`config.mk`:
```
export PLATFORM = sky130hd
export DESIGN_NAME = seg_scan_ctrl
export DESIGN_NICKNAME = d
export VERILOG_FILES = /design/src/rtl/seg_scan_ctrl.sv
export SDC_FILE = /design/constraint.sdc
export NUM_CORES = 1
export LEC_CHECK = 0
export BUFFER_PORTS_ARGS = -buffer_cell sky130_fd_sc_hd__buf_4
export CAP_MARGIN = 20
export CELL_PAD_IN_SITES_DETAIL_PLACEMENT = 0
export CELL_PAD_IN_SITES_GLOBAL_PLACEMENT = 1
export CORE_MARGIN = 4
export CORE_UTILIZATION = 30
export CTS_CLUSTER_DIAMETER = 200
export DETAILED_ROUTE_END_ITERATION = 8
export HOLD_SLACK_MARGIN = 0.1
export PLACE_DENSITY_LB_ADDON = 0.1
export SYNTH_ARGS = -nofsm -noshare
export SYNTH_HDL_FRONTEND = slang
export SYNTH_SLANG_ARGS = --single-unit
```
`constraint.sdc`:
```
create_clock -name i_clk -period 2.6 [get_ports i_clk]
set_input_delay 0.26 -clock i_clk [delete_from_list [all_inputs] [get_ports i_clk]]
set_output_delay 0.26 -clock i_clk [all_outputs]
set_load 0.05 [all_outputs]
```
`src/rtl/seg_scan_ctrl.sv`:
```
// seg_scan_ctrl: time-multiplexed scan controller for an N-digit common-anode 7-seg display.
// Latency: all outputs registered, one clk after the state/input that produces them.
// Backpressure: one pending frame slot; o_load_ready low while it is full, freed at the frame boundary.
//
// Ports:
//   i_clk, i_rst        clock (rising edge), synchronous active-high reset
//   i_enable            1 = scan, 0 = display dark and scan parked at digit 0
//   i_digits_in/i_dp_in BCD frame (digit i at [4i+3:4i]) and decimal points
//   i_load_valid        producer offers a frame; o_load_ready accepts it
//   o_bcd_out           shared decoder input, 4'hF = blank
//   o_an_n, o_dp_n      active-low anode enables and decimal point cathode
//   o_digit_idx         digit currently owning the slot
//   o_frame_done        1-cycle pulse on the last DRIVE cycle of the top digit
module seg_scan_ctrl #(
  parameter int NUM_DIGITS   = 4,
  parameter int CLK_DIV      = 50000,
  parameter int BLANK_CYCLES = 16,
  parameter int LZ_BLANK     = 1
) (
  input  logic                          i_clk,
  input  logic                          i_rst,
  input  logic                          i_enable,
  input  logic [4*NUM_DIGITS-1:0]       i_digits_in,
  input  logic [NUM_DIGITS-1:0]         i_dp_in,
  input  logic                          i_load_valid,
  output logic                          o_load_ready,
  output logic [3:0]                    o_bcd_out,
  output logic [NUM_DIGITS-1:0]         o_an_n,
  output logic                          o_dp_n,
  output logic [$clog2(NUM_DIGITS)-1:0] o_digit_idx,
  output logic                          o_frame_done
);

  localparam int IDX_W = $clog2(NUM_DIGITS);
  localparam int CNT_W = $clog2(CLK_DIV);

  localparam logic [1:0] S_IDLE  = 2'd0;
  localparam logic [1:0] S_GUARD = 2'd1;
  localparam logic [1:0] S_DRIVE = 2'd2;

  localparam logic [CNT_W-1:0] CNT_GUARD_END = CNT_W'(BLANK_CYCLES - 1);
  localparam logic [CNT_W-1:0] CNT_LAST      = CNT_W'(CLK_DIV - 1);
  localparam logic [IDX_W-1:0] IDX_LAST      = IDX_W'(NUM_DIGITS - 1);

  logic [1:0]                     r_state;
  logic [CNT_W-1:0]               r_cnt;
  logic [IDX_W-1:0]               r_idx;
  logic [NUM_DIGITS-1:0][3:0]     r_shadow_dig;
  logic [NUM_DIGITS-1:0]          r_shadow_dp;
  logic [NUM_DIGITS-1:0][3:0]     r_pend_dig;
  logic [NUM_DIGITS-1:0]          r_pend_dp;
  logic                           r_pend_full;

  logic [1:0]                     w_state_nxt;
  logic [CNT_W-1:0]               w_cnt_nxt;
  logic [IDX_W-1:0]               w_idx_nxt;
  logic                           w_frame_start;
  logic                           w_xfer;
  logic                           w_accept;
  logic                           w_pend_full_nxt;
  logic [NUM_DIGITS-1:0][3:0]     w_shadow_dig_nxt;
  logic [NUM_DIGITS-1:0]          w_shadow_dp_nxt;
  logic [NUM_DIGITS-1:0]          w_blank;
  logic                           w_zero_run;
  logic [NUM_DIGITS-1:0]          w_an_nxt;
  logic [3:0]                     w_bcd_nxt;
  logic                           w_dp_n_nxt;
  logic                           w_fd_nxt;

  // Slot sequencing. w_frame_start marks entry to the GUARD of digit 0.
  always_comb begin
    w_state_nxt   = r_state;
    w_cnt_nxt     = r_cnt;
    w_idx_nxt     = r_idx;
    w_frame_start = 1'b0;
    if (!i_enable) begin
      w_state_nxt = S_IDLE;
      w_cnt_nxt   = '0;
      w_idx_nxt   = '0;
    end else begin
      case (r_state)
        S_IDLE: begin
          w_state_nxt   = S_GUARD;
          w_cnt_nxt     = '0;
          w_idx_nxt     = '0;
          w_frame_start = 1'b1;
        end
        S_GUARD: begin
          w_cnt_nxt = r_cnt + 1'b1;
          if (r_cnt == CNT_GUARD_END) begin
            w_state_nxt = S_DRIVE;
          end
        end
        S_DRIVE: begin
          if (r_cnt == CNT_LAST) begin
            w_state_nxt = S_GUARD;
            w_cnt_nxt   = '0;
            if (r_idx == IDX_LAST) begin
              w_idx_nxt     = '0;
              w_frame_start = 1'b1;
            end else begin
              w_idx_nxt = r_idx + 1'b1;
            end
          end else begin
            w_cnt_nxt = r_cnt + 1'b1;
          end
        end
        default: begin
          w_state_nxt = S_IDLE;
          w_cnt_nxt   = '0;
          w_idx_nxt   = '0;
        end
      endcase
    end
  end

  // Transfer and accept are mutually exclusive: accept needs an empty
  // pending slot, transfer needs a full one.
  assign w_xfer   = w_frame_start & r_pend_full;
  assign w_accept = i_load_valid & o_load_ready;

  always_comb begin
    w_pend_full_nxt = r_pend_full;
    if (w_xfer) begin
      w_pend_full_nxt = 1'b0;
    end else if (w_accept) begin
      w_pend_full_nxt = 1'b1;
    end
  end

  assign w_shadow_dig_nxt = w_xfer ? r_pend_dig : r_shadow_dig;
  assign w_shadow_dp_nxt  = w_xfer ? r_pend_dp  : r_shadow_dp;

  // Leading-zero blanking: walk down from the top digit while every digit
  // and decimal point seen so far is zero. Digit 0 is always shown.
  always_comb begin
    w_blank    = '0;
    w_zero_run = 1'b1;
    for (int i = NUM_DIGITS - 1; i >= 1; i--) begin
      w_zero_run = w_zero_run && (w_shadow_dig_nxt[i] == 4'h0) && !w_shadow_dp_nxt[i];
      w_blank[i] = (LZ_BLANK != 0) && w_zero_run;
    end
  end

  // Outputs are computed from next-state values so the registered pins line
  // up with the registered state.
  always_comb begin
    w_an_nxt   = '1;
    w_bcd_nxt  = 4'hF;
    w_dp_n_nxt = 1'b1;
    if (w_state_nxt == S_DRIVE && !w_blank[w_idx_nxt]) begin
      w_an_nxt[w_idx_nxt] = 1'b0;
      w_bcd_nxt           = w_shadow_dig_nxt[w_idx_nxt];
      w_dp_n_nxt          = ~w_shadow_dp_nxt[w_idx_nxt];
    end
    w_fd_nxt = (w_state_nxt == S_DRIVE) && (w_cnt_nxt == CNT_LAST) && (w_idx_nxt == IDX_LAST);
  end

  always_ff @(posedge i_clk) begin
    if (i_rst) begin
      r_state      <= S_IDLE;
      r_cnt        <= '0;
      r_idx        <= '0;
      r_shadow_dig <= '0;
      r_shadow_dp  <= '0;
      r_pend_dig   <= '0;
      r_pend_dp    <= '0;
      r_pend_full  <= 1'b0;
      o_load_ready <= 1'b1;
      o_an_n       <= '1;
      o_bcd_out    <= 4'hF;
      o_dp_n       <= 1'b1;
      o_digit_idx  <= '0;
      o_frame_done <= 1'b0;
    end else begin
      r_state      <= w_state_nxt;
      r_cnt        <= w_cnt_nxt;
      r_idx        <= w_idx_nxt;
      r_shadow_dig <= w_shadow_dig_nxt;
      r_shadow_dp  <= w_shadow_dp_nxt;
      if (w_accept) begin
        r_pend_dig <= i_digits_in;
        r_pend_dp  <= i_dp_in;
      end
      r_pend_full  <= w_pend_full_nxt;
      o_load_ready <= ~w_pend_full_nxt;
      o_an_n       <= w_an_nxt;
      o_bcd_out    <= w_bcd_nxt;
      o_dp_n       <= w_dp_n_nxt;
      o_digit_idx  <= w_idx_nxt;
      o_frame_done <= w_fd_nxt;
    end
  end

endmodule
```
After elaboration in Yosys (flattened, before gate mapping) --
Index checks and enable logic that the tools add are counted.
Word-level totals: register bits 72, logic and storage cells 82
Operators by class: add/sub/neg operators 2, $lt $le $gt $ge 2, equality and inequality tests 8, muxes and demuxes 27, bitwise gates (word level) 6, reduce and logical (&&, ||, !) cells 18
Operators with widths (count):
- 16-bit 2-to-1 mux | 3
- 16-bit == test, second input constant | 2
- 16-bit case mux with 2 select lines | 1
- 16-bit by 1-bit adder with 16-bit output, second input constant | 1
- 16-bit by 4-bit == test with 1-bit output, second input constant | 1
- 4-bit logical NOT | 3
- 2-bit 2-to-1 mux | 6
- 1-bit logical AND | 9
- 4-bit binary-select mux with 2-bit select | 1
- 2-bit == test, second input constant | 4
- 1-bit 2-to-1 mux | 8
- 4-bit 2-to-1 mux | 2
- 2-bit case mux with 3 select lines | 1
- 1-bit binary-select mux with 2-bit select | 2
- 1-bit logical NOT | 4
- 4-bit inverter | 1
- 2-bit case mux with 2 select lines | 1
- 2-bit by 3-bit less-than comparator with 1-bit output, second input constant | 1
- 1-bit inverter | 3
- 2-bit by 1-bit adder with 2-bit output, second input constant | 1
- 1-bit bitwise AND | 2
- 1-bit demux with 2-bit select | 1
- 2-bit by 1-bit == test with 1-bit output, second input constant | 1
- 2-bit by 1-bit >= comparator with 1-bit output, second input constant | 1
- other kinds (3) | 3

Longest topological paths before layout --
word-level depth 19, mapped depth 11, gate-level depth less buffers 8

Least setup slack after synthesis --
No wires, ideal clock.
path type flip-flop to flip-flop, start point register r_cnt[5], end point register o_dp_n, setup time 124 ps, data arrival time 2555 ps, path slack -79 ps, cell stages (with the launch flop) 10, period minus slack after synthesis 2679 ps, cell sequence dfxtp_1 > or4_1 > or4_1 > buf_2 > buf_6 > o21a_1 > clkbuf_1 > mux2i_1 > a221oi_1 > o21ai_0
Between the ends: word-level cells in the longest chain between the ends 18, elaborated cells on any way between the ends 36
Ends and longest elaborated chain:
- start: declaration | RTL line 46 | logic [CNT_W-1:0] r_cnt;
- start signal: assignment | RTL line 177 | r_cnt <= w_cnt_nxt;
- 16-bit == test | RTL line 95 | if (r_cnt == CNT_LAST) begin
- 1-bit 2-to-1 mux | RTL line 95
- 1-bit case mux with 2 select lines | RTL line 81 | case (r_state)
- 1-bit 2-to-1 mux | RTL line 76 | if (!i_enable) begin
- 1-bit bitwise AND | RTL line 119 | assign w_xfer = w_frame_start & r_pend_full;
- 16-bit 2-to-1 mux / 4-bit 2-to-1 mux (equally long branches) | RTL line 131, 132
- 4-bit logical NOT / 1-bit logical NOT (equally long branches) | RTL line 140 | w_zero_run = w_zero_run && (w_shadow_dig_nxt[i] == 4'h0) && !w_shadow_dp_nxt[i];
- 1-bit logical AND (5 in a row) | RTL line 140
- 1-bit binary-select mux with 2-bit select | RTL line 151 | if (w_state_nxt == S_DRIVE && !w_blank[w_idx_nxt]) begin
- 1-bit 2-to-1 mux (not written as such) | RTL line 151
- 1-bit logical NOT | RTL line 151
- 1-bit logical AND | RTL line 151
- 1-bit inverter (no line)
- 2-bit OR reduction (no line)
- end signal: assignment | RTL line 189 | o_dp_n <= w_dp_n_nxt;
- end: declaration | RTL line 29 | output logic o_dp_n,
Several ways; a longest one is shown, not always the timed one. The select of a mux whose other input is x is not followed. A chain may end at the register's enable or synchronous reset.

Final worst setup path --
start point register r_cnt[10], end point register o_bcd_out[2]
Between the ends: word-level cells in the longest chain between the ends 18, elaborated cells on any way between the ends 35
Ends and longest elaborated chain:
- 16-bit == test | RTL line 95
- 1-bit 2-to-1 mux | RTL line 95
- 1-bit case mux with 2 select lines | RTL line 81
- 1-bit 2-to-1 mux | RTL line 76
- 1-bit bitwise AND | RTL line 119
- 16-bit 2-to-1 mux / 4-bit 2-to-1 mux (equally long branches) | RTL line 131, 132
- 4-bit logical NOT / 1-bit logical NOT (equally long branches) | RTL line 140
- 1-bit logical AND (5 in a row) | RTL line 140
- 1-bit binary-select mux with 2-bit select | RTL line 151
- 1-bit 2-to-1 mux (not written as such) | RTL line 151
- 1-bit logical NOT | RTL line 151
- 1-bit logical AND | RTL line 151
- 1-bit inverter (no line)
- 2-bit OR reduction (no line)
- end signal: assignment | RTL line 188 | o_bcd_out <= w_bcd_nxt;
- end: declaration | RTL line 27 | output logic [3:0] o_bcd_out,
Several ways; a longest one is shown, not always the timed one. The select of a mux whose other input is x is not followed.

==> results.tsv <==
metric	value	unit
die_width	112	um
synth-main-ff-cell	dfxtp_1	
async_s_r_ff_share_synth	0	%
clkSinkCount	72	
floorplan.die.height	112	um
place.gp.congestion	0.803	
ir_drop	0.250	mV
number_of_antenna_violations_at_the_first_check_in_global_routing	0	
worstReg2RegStart	r_cnt[10]$_SDFF_PP0_	
cts_inserted_buffers	9	
worstSetupPathType	register to register	
fmax	368	MHz
crit_path_start_kind	register	
finClkSkew	12.8	ps
first_global_vias	3015	
worst-path-max-fanout	10	
drt_iter0_drc	118	
die-area	12600	um^2
nets	508	
fin_tns_setup	-724	ps
layoutNonFillerInstCount	619	
drt_wl_total	9360	um
max_root_sink_buffers	2	
setup_viol	10	
placedCellCount	597	
core_area	10500	um^2
crit_path_capture_type	register	
final.period_utilization	104	%
cellLeakagePower	1.65	nW
synthAdderAreaFrac	2.31	%
max-cap-violations	0	
clk-insertion-delay-late	340	ps
final_hold_violations	0	
tritoncts	built	
core.rowCount	37	
critical-path-slowest-cell	or4_1	
timing.critical_path.cells	or4_1, or4_4, buf_8, o21ai_4, mux2i_1, o21a_1, o311a_4, o21ai_0	
grt_max_degree	47	
cts-htree-levels	3	
portion_of_netlist_area_occupied_by_mux_cells	2.46	%
data_required_time_of_the_critical_path	2860	ps
min_delay_worst_type	input port to register	
critical_path.startpoint	r_cnt[10]$_SDFF_PP0_	
power.density_cell_area	520	nW/um^2
status	complete, but fails checks	
io_pins	37	
setup_slack	-116	ps
post_synth_num_cell_types	43	
vias	3040	
synth.yosys.seq_area_share	44.3	%
postCtsHoldBufs	0	
finalWorstPathRequiredPeriod	2720	ps
route.antenna.remaining_nets	0	
dpl.hpwl	6780	um
drt-wirelength-per-cell	15.1	um
post_synth_instance_area	3260	um^2
global_route_overflow	0	
floorplan.initialDensity	31.1	%
number_of_storage_elements_in_the_synthesis_netlist	72	
place_worst_setup_slack	-251	ps
area_growth_syn_to_layout	29.9	%
yosys.area_share.simple	26.4	%
area_of_the_multi_input_gates	1770	um^2
synth-edff-count	0	
critPathArrivalTime	2980	ps
sequential_cell_area	1440	um^2
fin_worst_hold_slack	158	ps
avgViaCountPerCell	4.91	
post_synthesis_instance_total	408	
avgSynthCellArea	7.98	um^2
drt_drc_violations_left	0	
final-max-slew-violation-count	0	
worst_hold_startpoint	i_digits_in[2]	
numPortBuffers	36	
cts_root_buf	clkbuf_8	
failed_checks	negative setup slack	
timing.slew.headroom	46.1	%
cpPeakStageDelay	550	ps
grt_first_pass_wirelength	15500	um
grt.total_usage	15.2	%
worst-slew-pin-transition	802	ps
drive_gt1_share	24.2	%
clk_pin_slew_worst_paths	80	ps
synth_top_family_by_area	simple AND/OR/NAND/NOR gates	
yosys_warnings	0	
rsz0062_at_grt	true	
post_synth_xor_area_fraction	4.84	%
synth_compound_area_share	15.7	%
num_antenna_cells	0	
synth_nets	438	
detailedRoute.firstPassIterationCount	4	
fillerInstances	1133	
-- timing repair --
action | 4_1_cts | 5_1_grt
setup endpoints to repair | 9 | 10
pin swaps | 6 | 6
resized for setup | 15 | 7
setup buffers | 3 | 2
cloned | 1 | 0
-- cell type report --
class	count	share of cell area (%)
sequential	72	34.1
clock inverter	5	1.36
tap	136	4.02
multi-input combinational	306	41.8
timing repair buffer	84	15.2
inverter	5	0.444
clock buffer	11	3.10
-- registers in the layout, summed over array words and instances (netlist names) --
signal and count:
r_cnt 16, r_pend_dig 16, r_shadow_dig 16, o_an_n 4, o_bcd_out 4, r_pend_dp 4
r_shadow_dp 4, r_idx 2, r_state 2, o_dp_n 1, o_frame_done 1, o_load_ready 1
r_pend_full 1
-- critical path, delay by kind of cell, from the launching register on --
kind,cells,cell delay (ps)
and+or+nand+nor,2,1060
AOI/OAI and AO/OA,4,960
DFF,1,320
buffers and inverters,1,160
muxes,1,120
-- logic make-up (layout without fill, tap and decap cells) --
family / count (synthesis) / in the layout
buffers and inverters: 31 / 105
AOI/OAI and AO/OA: 84 / 85
xor gates and xnor gates: 18 / 18
adders and majority gates: 6 / 6
and+or+nand+nor: 189 / 189
muxes: 8 / 8
DFF: 72 / 72
-- report_power, final --
part | internal, mW | total, mW | switching (mW)
registers | 1.13 | 1.16 | 0.0256
clock network | 0.444 | 0.865 | 0.421
logic | 0.0750 | 0.178 | 0.103
total | 1.65 | 2.20 | 0.550
-- worst paths after layout --
| kind | slack, ps | to | cells after the start |
|---|---|---|---|
| worst min-delay path | 160 | r_pend_dig[2]$_SDFFE_PP0P_ | 3 |
| worst max-delay path | -120 | o_bcd_out[2]$_SDFF_PP1_ | 8 |
| worst min register to register | 470 | r_pend_dp[0]$_SDFFE_PP0P_ | 2 |
| worst max register to register | -120 | o_bcd_out[2]$_SDFF_PP1_ | 8 |
-- per-stage QoR --
stage               instance area (um^2)  total power, mW  util, %
floorplan                           3270             1.27        -
global placement                    3910             1.35     37.4
detailed placement                  3910             1.35     37.4
CTS                                 4200             2.23     40.2
global route                        4230             2.30     40.4
finish                              4230             2.20     40.4
-- layout by cell type (no fill, tap or decap), drive strengths merged, types with 2 or more instances in the layout --
cell,netlist,layout
clkbuf,20,11
nor2b,2,2
buf,6,84
inv,5,5
nand2,92,92
or3,3,3
mux2i,8,8
a31oi,4,4
xnor2,8,8
a211oi,4,4
nand2b,3,3
and3,4,4
and2,2,2
nand4,5,5
o21a,3,3
nor4,2,2
nor2,31,31
ha,6,6
clkinv,0,4
o311a,1,2
or4,8,8
o21ai,10,10
and4,3,3
o22ai,2,2
nor3,15,15
a21oi,50,50
o211a,2,2
xor2,10,10
nand3,15,15
dfxtp,72,72
-- cell usage after synthesis (4+ instances only) --
cell type	instances	area, um^2
a211oi_1	4	30.0
mux2i_1	8	80.1
xnor2_1	8	70.1
a21oi_1	50	250
nor3_1	15	75.1
a31oi_1	4	25.0
xor2_1	10	87.6
nand3_1	15	75.1
or4_1	8	60.1
o21ai_0	9	45.0
buf_2	5	25.0
nand2_1	92	345
ha_1	6	75.1
and3_1	4	25.0
dfxtp_1	72	1440
nor2_1	31	116
nand4_1	5	31.3
inv_1	5	18.8
clkbuf_1	20	75.1
-- layer usage --
| metal | part of all wire, % | vias up | global-route usage (%) |
|---|---|---|---|
| met5 | 0 | - | 0 |
| met4 | 0.85 | 0 | 3.13 |
| met3 | 4.5 | 9 | 4.10 |
| met2 | 46 | 58 | 25.1 |
| met1 | 48 | 1420 | 20.0 |
| li1 | - | 1553 | - |
(Power assumes the default switching activity.)
